**config.mk**
```make
export PLATFORM = sky130hd
export DESIGN_NAME = adc_sample_averager_flat
export DESIGN_NICKNAME = d
export VERILOG_FILES = /design/src/rtl/adc_pkg.sv /design/src/rtl/adc_sample_averager_if.sv /design/src/rtl/sample_fifo.sv /design/src/rtl/adc_sample_averager.sv /design/src/flat_wrapper.sv
export SDC_FILE = /design/constraint.sdc
export NUM_CORES = 1
export LEC_CHECK = 0
export CORE_UTILIZATION = 62
export CTS_BUF_LIST = sky130_fd_sc_hd__clkbuf_8 sky130_fd_sc_hd__clkbuf_16
export DETAILED_ROUTE_END_ITERATION = 6
export PLACE_DENSITY_LB_ADDON = 0.12
export SLEW_MARGIN = 15
export SYNTH_ARGS = -nofsm -noshare
export SYNTH_HDL_FRONTEND = slang
export SYNTH_SLANG_ARGS = --single-unit
```
**constraint.sdc**
```tcl
create_clock -name clk -period 4.2 [get_ports clk]
set_input_delay 1.26 -clock clk [delete_from_list [all_inputs] [get_ports clk]]
set_output_delay 1.26 -clock clk [all_outputs]
set_load 0.05 [all_outputs]
```
**src/rtl/adc_pkg.sv**
```systemverilog
// Shared constants and helpers for the ADC sample averaging path.
package adc_pkg;

  localparam int unsigned ADC_WIDTH      = 8;
  localparam int unsigned DROP_CNT_WIDTH = 8;

  typedef enum logic [0:0] {
    StIdle,
    StAccum
  } acc_state_e;

  // Sum of 2^log2_avg samples of width w needs log2_avg extra bits.
  function automatic int unsigned acc_width(input int unsigned w, input int unsigned log2_avg);
    return w + log2_avg;
  endfunction

endpackage

```
**src/rtl/adc_sample_averager_if.sv**
```systemverilog
// Conversion input, result handshake and status signals of the averager.
interface adc_sample_averager_if
  import adc_pkg::*;
#(
  parameter int unsigned WIDTH = ADC_WIDTH
) ();

  logic                      in_valid;
  logic [WIDTH-1:0]          in_data;
  logic                      clear;
  logic                      out_valid;
  logic                      out_ready;
  logic [WIDTH-1:0]          out_data;
  logic                      overflow;
  logic [DROP_CNT_WIDTH-1:0] drop_count;

  modport master (
    output in_valid, in_data, clear, out_ready,
    input  out_valid, out_data, overflow, drop_count
  );

  modport slave (
    input  in_valid, in_data, clear, out_ready,
    output out_valid, out_data, overflow, drop_count
  );

endinterface

```
**src/rtl/sample_fifo.sv**
```systemverilog
// First-word-fall-through result FIFO; push while full is accepted only with a same-cycle pop.
module sample_fifo #(
  parameter int unsigned WIDTH = 8,
  parameter int unsigned DEPTH = 4
) (
  input  logic             clk,
  input  logic             rst,
  input  logic             push,
  input  logic [WIDTH-1:0] push_data,
  input  logic             pop,
  input  logic             flush,
  output logic             full,
  output logic             empty,
  output logic [WIDTH-1:0] head_data
);

  localparam int unsigned AddrW = $clog2(DEPTH);

  logic [WIDTH-1:0] mem_q [DEPTH];
  logic [AddrW:0]   wr_ptr_q, rd_ptr_q;
  logic             do_pop, do_push;

  assign empty     = (wr_ptr_q == rd_ptr_q);
  assign full      = (wr_ptr_q[AddrW] != rd_ptr_q[AddrW]) &&
                     (wr_ptr_q[AddrW-1:0] == rd_ptr_q[AddrW-1:0]);
  assign do_pop    = pop & ~empty;
  assign do_push   = push & (~full | do_pop);
  assign head_data = mem_q[rd_ptr_q[AddrW-1:0]];

  always_ff @(posedge clk or posedge rst) begin
    if (rst) begin
      wr_ptr_q <= '0;
      rd_ptr_q <= '0;
      for (int i = 0; i < DEPTH; i++) begin
        mem_q[i] <= '0;
      end
    end else if (flush) begin
      wr_ptr_q <= '0;
      rd_ptr_q <= '0;
    end else begin
      if (do_push) begin
        mem_q[wr_ptr_q[AddrW-1:0]] <= push_data;
        wr_ptr_q                   <= wr_ptr_q + 1'b1;
      end
      if (do_pop) begin
        rd_ptr_q <= rd_ptr_q + 1'b1;
      end
    end
  end

endmodule

```
**src/rtl/adc_sample_averager.sv**
```systemverilog
// Averages 2^LOG2_AVG ADC conversions, buffers results and tracks dropped results.
module adc_sample_averager
  import adc_pkg::*;
#(
  parameter int unsigned WIDTH    = ADC_WIDTH,
  parameter int unsigned LOG2_AVG = 2,
  parameter int unsigned DEPTH    = 4
) (
  input logic                clk,
  input logic                rst,
  adc_sample_averager_if.slave bus
);

  localparam int unsigned AccW = acc_width(WIDTH, LOG2_AVG);
  localparam int unsigned CntW = (LOG2_AVG > 0) ? LOG2_AVG : 1;

  acc_state_e                state_q;
  logic [AccW-1:0]           acc_q;
  logic [AccW-1:0]           sum;
  logic [CntW-1:0]           cnt_q;
  logic                      last_sample;
  logic                      take;
  logic                      push;
  logic                      pop;
  logic                      drop;
  logic                      full;
  logic                      empty;
  logic [WIDTH-1:0]          result;
  logic [WIDTH-1:0]          head_data;
  logic [WIDTH-1:0]          hold_q;
  logic                      overflow_q;
  logic [DROP_CNT_WIDTH-1:0] drop_cnt_q;

  assign sum         = acc_q + AccW'(bus.in_data);
  assign result      = sum[AccW-1:LOG2_AVG];
  // With LOG2_AVG=0 there is no counter and every sample is final.
  assign last_sample = (LOG2_AVG == 0) || (cnt_q == {CntW{1'b1}});
  assign take        = bus.in_valid & ~bus.clear;
  assign push        = take & last_sample;
  assign pop         = bus.out_ready & ~empty & ~bus.clear;
  assign drop        = push & full & ~pop;

  always_ff @(posedge clk or posedge rst) begin
    if (rst) begin
      state_q <= StIdle;
      acc_q   <= '0;
      cnt_q   <= '0;
    end else if (bus.clear) begin
      state_q <= StIdle;
      acc_q   <= '0;
      cnt_q   <= '0;
    end else begin
      case (state_q)
        StIdle: begin
          if (bus.in_valid && !last_sample) begin
            state_q <= StAccum;
            acc_q   <= AccW'(bus.in_data);
            cnt_q   <= CntW'(1);
          end
        end
        StAccum: begin
          if (bus.in_valid) begin
            if (last_sample) begin
              state_q <= StIdle;
              acc_q   <= '0;
              cnt_q   <= '0;
            end else begin
              acc_q <= sum;
              cnt_q <= cnt_q + CntW'(1);
            end
          end
        end
        default: begin
          state_q <= StIdle;
          acc_q   <= '0;
          cnt_q   <= '0;
        end
      endcase
    end
  end

  always_ff @(posedge clk or posedge rst) begin
    if (rst) begin
      overflow_q <= 1'b0;
      drop_cnt_q <= '0;
    end else if (drop) begin
      overflow_q <= 1'b1;
      if (drop_cnt_q != {DROP_CNT_WIDTH{1'b1}}) begin
        drop_cnt_q <= drop_cnt_q + 1'b1;
      end
    end
  end

  // Remembers the last presented head so out_data is stable once the FIFO drains.
  always_ff @(posedge clk or posedge rst) begin
    if (rst) begin
      hold_q <= '0;
    end else if (!empty) begin
      hold_q <= head_data;
    end
  end

  sample_fifo #(
    .WIDTH (WIDTH),
    .DEPTH (DEPTH)
  ) u_fifo (
    .clk       (clk),
    .rst       (rst),
    .push      (push),
    .push_data (result),
    .pop       (pop),
    .flush     (bus.clear),
    .full      (full),
    .empty     (empty),
    .head_data (head_data)
  );

  assign bus.out_valid  = ~empty;
  assign bus.out_data   = empty ? hold_q : head_data;
  assign bus.overflow   = overflow_q;
  assign bus.drop_count = drop_cnt_q;

endmodule

```
**src/flat_wrapper.sv**
```systemverilog
// flat-port wrapper written by rule: the top's interface ports become plain ports
module adc_sample_averager_flat import adc_pkg::*;
#(
  parameter int unsigned WIDTH    = ADC_WIDTH,
  parameter int unsigned LOG2_AVG = 2,
  parameter int unsigned DEPTH    = 4
)
  (clk, rst, bus_in_valid, bus_in_data, bus_clear, bus_out_ready, bus_out_valid, bus_out_data, bus_overflow, bus_drop_count);
  adc_sample_averager_if #(.WIDTH(WIDTH)) bus_i ();
  input logic clk;
  input logic rst;
  input wire logic [$bits(bus_i.in_valid)-1:0] bus_in_valid;
  input wire logic [$bits(bus_i.in_data)-1:0] bus_in_data;
  input wire logic [$bits(bus_i.clear)-1:0] bus_clear;
  input wire logic [$bits(bus_i.out_ready)-1:0] bus_out_ready;
  output wire logic [$bits(bus_i.out_valid)-1:0] bus_out_valid;
  output wire logic [$bits(bus_i.out_data)-1:0] bus_out_data;
  output wire logic [$bits(bus_i.overflow)-1:0] bus_overflow;
  output wire logic [$bits(bus_i.drop_count)-1:0] bus_drop_count;
  assign bus_i.in_valid = bus_in_valid;
  assign bus_i.in_data = bus_in_data;
  assign bus_i.clear = bus_clear;
  assign bus_i.out_ready = bus_out_ready;
  assign bus_out_valid = bus_i.out_valid;
  assign bus_out_data = bus_i.out_data;
  assign bus_overflow = bus_i.overflow;
  assign bus_drop_count = bus_i.drop_count;
  adc_sample_averager #(.WIDTH(WIDTH), .LOG2_AVG(LOG2_AVG), .DEPTH(DEPTH)) u_core (.clk(clk), .rst(rst), .bus(bus_i));
endmodule
```
==> reports/results.tsv, run 1 <==
stage	metric	value	unit
yosys	synth_edf_count	0	
sta	setup_tns	0	ps
clocking	cts_tree	done	
routing	wl	6.88	mm
layout	drive_gt1_share	25.5	%
layout	fin_nets	338	
critical_path	cp-start-kind	register	
global_route	grt_use_met3	4.83	%
sta	max_freq	259	MHz
yosys	yosysTopAreaCellShare	46.1	%
routing	antenna_left	0	
yosys	syn_inst	269	
die	io_pins	31	
yosys	ys_top_cells_by_count	dfrtp_1, mux2_4, a21oi_1, ha_1	
power	cellPowerDensity	335	nW/um2
critical_path	reg2reg_depth	7	
yosys	async_reset_ff_share	100	%
critical_path	crit_chain	buf_4 > mux4_1 > mux2_2 > clkdlybuf4s50_1	
place	gp_congestion	0.862	
global_route	grt_antenna_before_repair	0	
yosys	synth_area_leader_cell	dfrtp_1	
die	die_h	79.2	um
die	die_w	79.2	um
routing	initialDrtViolationCount	131	
layout	area_growth	16.2	%
routing	viasPerCell	6.08	
global_route	grt_pass1_vias	2248	
critical_path	crit_path_top_delay_cell	clkdlybuf4s50_1	
yosys	synth_cell_types	53	
sta	hold_violations	0	
sta	period_share	91.9	%
clocking	htreeDepth	3	
layout	antenna-diode-count	0	
yosys	syn_area	3690	um2
power	p_leak	2.13	nW
sta	maxSlewHeadroom	48.1	%
critical_path	ff2ff_setup_slack	1890	ps
critical_path	critical_path_class	reg -> out	
critical_path	timing.critical_path.max_delay_family	buffers and inverters	
routing	first_pass_iters	4	
clocking	ctsLongestPathBuffers	2	
sta	tightest_slew	777	ps
clocking	cts_hold_buffers	0	
critical_path	crit_required	2940	ps
global_route	grt_pass1_wl	11.3	mm
critical_path	crit_buf_inv	2	
critical_path	critPathMaxStageDelay	700	ps
critical_path	r2r-end	u_core.u_fifo.mem_q[22]$_DFFE_PP0P_	
critical_path	critPathMaxFanout	10	
place	place_area	4090	um2
hold_path	min-delay-path-class	reg -> reg	
power	vdd_drop_max	0.233	mV
clocking	post_cts_resized	0	
routing	wire_per_inst	17.8	um
sta	grt_setup_unrepaired	false	
routing	num_vias	2346	
global_route	grt_use_met2	40.4	%
place	dpl.hpwl	4.78	mm
clocking	clockRootBuffer	clkbuf_8	
global_route	use_met1	32.2	%
yosys	ys.warnings.count	0	
clocking	post-cts-setup-buffers	0	
layout	final_cells	386	
critical_path	crit-reg2reg-launch	u_core.acc_q[0]$_DFFE_PP0P_	
clocking	cts_made_buffers	9	
layout	finalInstanceArea	4290	um2
die	num_rows	27	
clocking	path_clk_slew	80	ps
global_route	grt_usage	24.7	%
routing	drt_drc_violations_left	0	
hold_path	min_from	u_core.bus.overflow$_DFFE_PP0P_	
die	core_area	5610	um2
place	dp.cells	370	
critical_path	endpoint_kind	primary output	
global_route	grt_start_max_net_pins	55	
clocking	cts_sinks	68	
hold_path	hold_depth	1	
sta	setup_viol	0	
yosys	synth_seq_cells	68	
sta	period_minus_slack	3860	ps
global_route	grt-busiest-layer	met2	
hold_path	min_to	u_core.bus.overflow$_DFFE_PP0P_	
critical_path	critPathArrivalTime	2600	ps
yosys	yosys.cell_count.top_type	dfrtp_1	
sta	report.final.slew_viol_count	0	
status	outcome	finished, final reports clean	
job	drv_cap	0	
die	start_util	65.9	%
layout	regArea	1700	um2
yosys	synthTopCellsByArea	dfrtp_1, mux2_4, mux4_1	
sta	skew	12.2	ps
global_route	overflow	0	
yosys	ys_seq_area_share	46.1	%
layout	multi_input_area	1900	um2
yosys	synth_area_per_cell	13.7	um2
place	port_buffers	30	
clocking	worstSkewPairLatency	350	ps
yosys	synth_nets	298	
layout	fill_cells	377	
yosys	ys.flop_type	dfrtp_1	
die	die-area	6270	um2
[worst max path at each step]
| stage | startpoint | endpoint | slack (ps) | cells past startpoint |
|---|---|---|---|---|
| 2_1_floorplan | bus_in_data[0] | u_core.u_fifo.mem_q[14]$_DFFE_PP0P_ | 1200 | 7 |
| 3_3_place_gp | bus_in_data[0] | u_core.u_fifo.mem_q[14]$_DFFE_PP0P_ | 620 | 8 |
| 3_5_place_dp | bus_in_data[0] | u_core.u_fifo.mem_q[30]$_DFFE_PP0P_ | 570 | 8 |
| 4_1_cts | u_core.u_fifo.rd_ptr_q[0]$_DFFE_PP0P_ | bus_out_data[0] | 330 | 4 |
| 5_1_grt | u_core.u_fifo.rd_ptr_q[0]$_DFFE_PP0P_ | bus_out_data[0] | 280 | 4 |
| 6_report | u_core.u_fifo.rd_ptr_q[0]$_DFFE_PP0P_ | bus_out_data[0] | 340 | 4 |
[flip-flops by register name (all words and copies together) (netlist names)]
name                    cells
u_core.u_fifo.wr_ptr_q      3
u_core.u_fifo.mem_q        32
u_core.cnt_q                2
u_core.hold_q               8
u_core.state_q              1
u_core.acc_q               10
u_core.bus.overflow         1
u_core.u_fifo.rd_ptr_q      3
u_core.bus.drop_count       8
[cell families after synthesis]
family                     Yosys count  share of synthesized area [%]
DFF                                 68                           46.1
and+or+nand+nor                     56                           10.4
muxes                               51                           22.0
AOI/OAI and AO/OA                   45                           8.70
xor gates and xnor gates            17                           4.84
buffers and inverters               16                           2.40
adders and majority gates           16                           5.62
[power breakdown]
part | switching, W | internal (W)
Clock | 0.000278 | 0.000283
Combinational | 0.000113 | 0.0000792
Sequential | 0.0000116 | 0.000673
[cell type report]
cell class,instances,area share [%]
sequential,68,39.6
multi-input combinational,185,44.4
inverter,9,0.787
timing repair buffer,36,8.34
clock inverter,7,1.89
clock buffer,9,2.89
tap,72,2.10
[cell usage in the layout (no fill, tap or decap), types with 9 or more instances in the layout]
master,count
a21oi_1,15
clkbuf_8,9
clkdlybuf4s50_1,30
dfrtp_1,68
ha_1,15
mux2_2,9
mux2_4,32
nand2_1,13
nor2_1,13
[per-layer routing]
metal,up-vias,wire length [um]
met2,63,3340
li1,1084,-
met5,-,0
met4,0,108
met3,10,251
met1,1189,3180
[per-stage QoR]
| step | hold WS [ps] | worst slack [ps] | utilization [%] | total power (W) |
|---|---|---|---|---|
| floorplan | 461 | 1200 | - | 0.000830 |
| global placement | 465 | 620 | 72.9 | 0.000882 |
| detailed placement | 468 | 567 | 72.9 | 0.000889 |
| global route | 496 | 275 | 76.6 | 0.00150 |
| finish | 482 | 338 | 76.6 | 0.00144 |
| CTS | 486 | 328 | 76.6 | 0.00145 |
No activity file was read; power rests on OpenSTA's default activity.
==> run 2, diff against run 1 <==
- HOLD_SLACK_MARGIN: unset -> 0.08
- SKIP_LAST_GASP: unset -> 1
==> results of run 2 <==
No change in the layout: final DEF, timing and power equal those of run 1.
==> run 3, diff against run 2 <==
- GPL_TIMING_DRIVEN: unset -> 0
==> run 3 against run 2 <==
  * Combinational power is essentially flat
  * Sequential share of layout area fell by 0.21 points
  * Largest cell class unchanged
  * Register-to-register slack lost 50 ps
  * Clock-buffer cell count rose by 2
  * Sequential power is essentially flat
  * Global-route usage shrank 0.18 points
  * Worst hold slack better by 2.1 ps
  * Maximum frequency down 0.27%
==> reports/results.tsv, run 3 (synthesized netlist as in run 1, its figures left out) <==
stage	metric	value	unit	change
routing	wire_per_inst	17.2	um	was 17.8 um
critical_path	endpoint_kind	primary output		unchanged
layout	fill_cells	377		unchanged
sta	report.final.slew_viol_count	0		unchanged
clocking	worstSkewPairLatency	350	ps	about the same
critical_path	crit_path_top_delay_cell	clkdlybuf4s50_1		unchanged
layout	area_growth	16.8	%	was 16.2%
routing	num_vias	2267		was 2346
die	start_util	65.9	%	unchanged
place	pre_cts_ws	523	ps	was 567 ps
layout	antenna-diode-count	0		unchanged
sta	grt_setup_unrepaired	false		unchanged
global_route	grt_usage	24.5	%	was 24.7%
routing	wl	6.67	mm	was 6.88 mm
routing	viasPerCell	5.86		was 6.08
place	place_area	4120	um2	was 4090 um2
sta	setup_viol	0		unchanged
die	io_pins	31		unchanged
place	dpl.hpwl	4.70	mm	was 4.78 mm
sta	max_freq	258	MHz	was 259 MHz
layout	largest_reg_flops	32		unchanged
critical_path	worst-path-stages	6		was 4
sta	period_minus_slack	3870	ps	was 3860 ps
sta	setup_tns	0	ps	unchanged
layout	drive_gt1_share	24.8	%	was 25.5%
sta	skew	3.03	ps	was 12.2 ps
sta	maxSlewHeadroom	34.4	%	was 48.1%
power	p_leak	2.14	nW	was 2.13 nW
clocking	htreeDepth	3		unchanged
clocking	cts_sinks	68		unchanged
critical_path	reg2reg_depth	7		unchanged
die	num_rows	27		unchanged
routing	antenna_left	0		unchanged
global_route	grt_antenna_before_repair	0		unchanged
critical_path	crit_required	2940	ps	about the same
critical_path	crit_buf_inv	3		was 2
critical_path	critPathMaxFanout	10		unchanged
die	die_h	79.2	um	unchanged
power	vdd_drop_max	0.227	mV	was 0.233 mV
sta	period_share	92.2	%	was 91.9%
global_route	grt_pass1_wl	11.4	mm	was 11.3 mm
clocking	cts_hold_buffers	0		unchanged
clocking	post_cts_resized	0		unchanged
die	core_area	5610	um2	unchanged
critical_path	critPathMaxStageDelay	810	ps	was 700 ps
critical_path	ff2ff_setup_slack	1840	ps	was 1890 ps
layout	final_cell_mix	dfrtp_1, mux2_4, clkdlybuf4s50_1, a21oi_1, ha_1		unchanged
global_route	grt_start_max_net_pins	55		unchanged
clocking	cts_tree	done		unchanged
clocking	ctsLongestPathBuffers	2		unchanged
critical_path	crit_chain	buf_6 > xnor2_2 > nand3b_1 > buf_2 > mux2_2 > clkdlybuf4s50_1		was buf_4 > mux4_1 > mux2_2 > clkdlybuf4s50_1
clocking	cts_made_buffers	9		unchanged
global_route	overflow	0		unchanged
hold_path	hold_depth	1		unchanged
sta	finalWorstSetupSlack	328	ps	was 338 ps
hold_path	min-delay-path-class	reg -> reg		unchanged
critical_path	timing.critical_path.max_delay_family	buffers and inverters		unchanged
sta	hold_violations	0		unchanged
routing	drt_drc_violations_left	0		unchanged
layout	largest-register	u_core.u_fifo.mem_q		unchanged
die	die_w	79.2	um	unchanged
layout	finalInstanceArea	4320	um2	was 4290 um2
place	port_buffers	30		unchanged
sta	tightest_slew	977	ps	was 777 ps
place	gp_congestion	0.814		was 0.862
layout	fin_nets	340		was 338
clocking	path_clk_slew	70	ps	was 80 ps
status	outcome	finished, final reports clean		unchanged
clocking	post-cts-setup-buffers	0		unchanged
global_route	grt_pass1_vias	2362		was 2248
die	die-area	6270	um2	unchanged
routing	initialDrtViolationCount	87		was 131
power	cellPowerDensity	330	nW/um2	was 335 nW/um2
job	drv_cap	0		unchanged
routing	first_pass_iters	6		was 4
critical_path	critical_path_class	reg -> out		unchanged
layout	final_common_cell	dfrtp_1		unchanged
critical_path	cp-start-kind	register		unchanged
critical_path	critPathArrivalTime	2610	ps	was 2600 ps
clocking	clockRootBuffer	clkbuf_8		unchanged
layout	top_regs	u_core.u_fifo.mem_q: 32 flops, u_core.acc_q: 10 flops		unchanged
## run 3: changes by cell type in the layout (fill, tap and decap cells not counted), sizes merged
| cell | change |
|---|---|
| clkinv | +2 |
| clkinvlp | -1 |
| inv | -4 |
| buf | -1 |
| clkbuf | +5 |
## run 3: cell type report
cell class | instances | area [um2] | area share (%)
inverter | 9 | 36.3 | 0.841
sequential | 68 | 1700 | 39.4
timing repair buffer | 31 | 328 | 7.60
clock buffer | 11 | 151 | 3.51
tap | 72 | 90.1 | 2.09
buffer | 7 | 55.1 | 1.28
clock inverter | 4 | 48.8 | 1.13
multi-input combinational | 185 | 1900 | 44.1
## run 3: power breakdown
part	total (W)	switching, W	internal, W	leakage, nW
Clock	0.000548	0.000246	0.000302	0.105
Combinational	0.000192	0.000113	0.0000795	1.09
Sequential	0.000685	0.0000113	0.000674	0.940
## run 3: path summary, 6_finish.rpt
check / startpoint / to
worst max register to register: u_core.acc_q[0]$_DFFE_PP0P_ / u_core.u_fifo.mem_q[14]$_DFFE_PP0P_
max in group asynchronous: rst / u_core.u_fifo.mem_q[31]$_DFFE_PP0P_
worst min register to register: u_core.bus.overflow$_DFFE_PP0P_ / u_core.bus.overflow$_DFFE_PP0P_
min in group asynchronous: rst / u_core.acc_q[0]$_DFFE_PP0P_
worst max-delay path: u_core.u_fifo.rd_ptr_q[0]$_DFFE_PP0P_ / bus_out_data[2]
worst min-delay path: u_core.bus.overflow$_DFFE_PP0P_ / u_core.bus.overflow$_DFFE_PP0P_
## run 3: stage by stage
stage	util [%]	power (W)	instances	hold slack, ps
6_report	77.0	0.00143	387	484
5_1_grt	77.0	0.00148	387	511
4_1_cts	77.0	0.00143	387	489
3_5_place_dp	73.4	0.000890	372	470
3_3_place_gp	72.8	0.000880	371	463
2_1_floorplan	-	0.000830	269	461
## run 3: worst reg2reg max path: cells and delay by family, from the launching register on
family,cells,cell delay [ps]
compound gates,3,640
mux,1,320
flops,1,390
xor+xnor,1,210
fa+ha+maj,2,680
## run 3: per-layer routing
metal  track usage, %  up-vias  share of wire [%]
met5                0        -                  0
met4             10.2        0                1.8
met3             4.94       11                3.2
met2             39.2       39                 49
met1             32.6     1134                 46
li1                 -     1083                  -
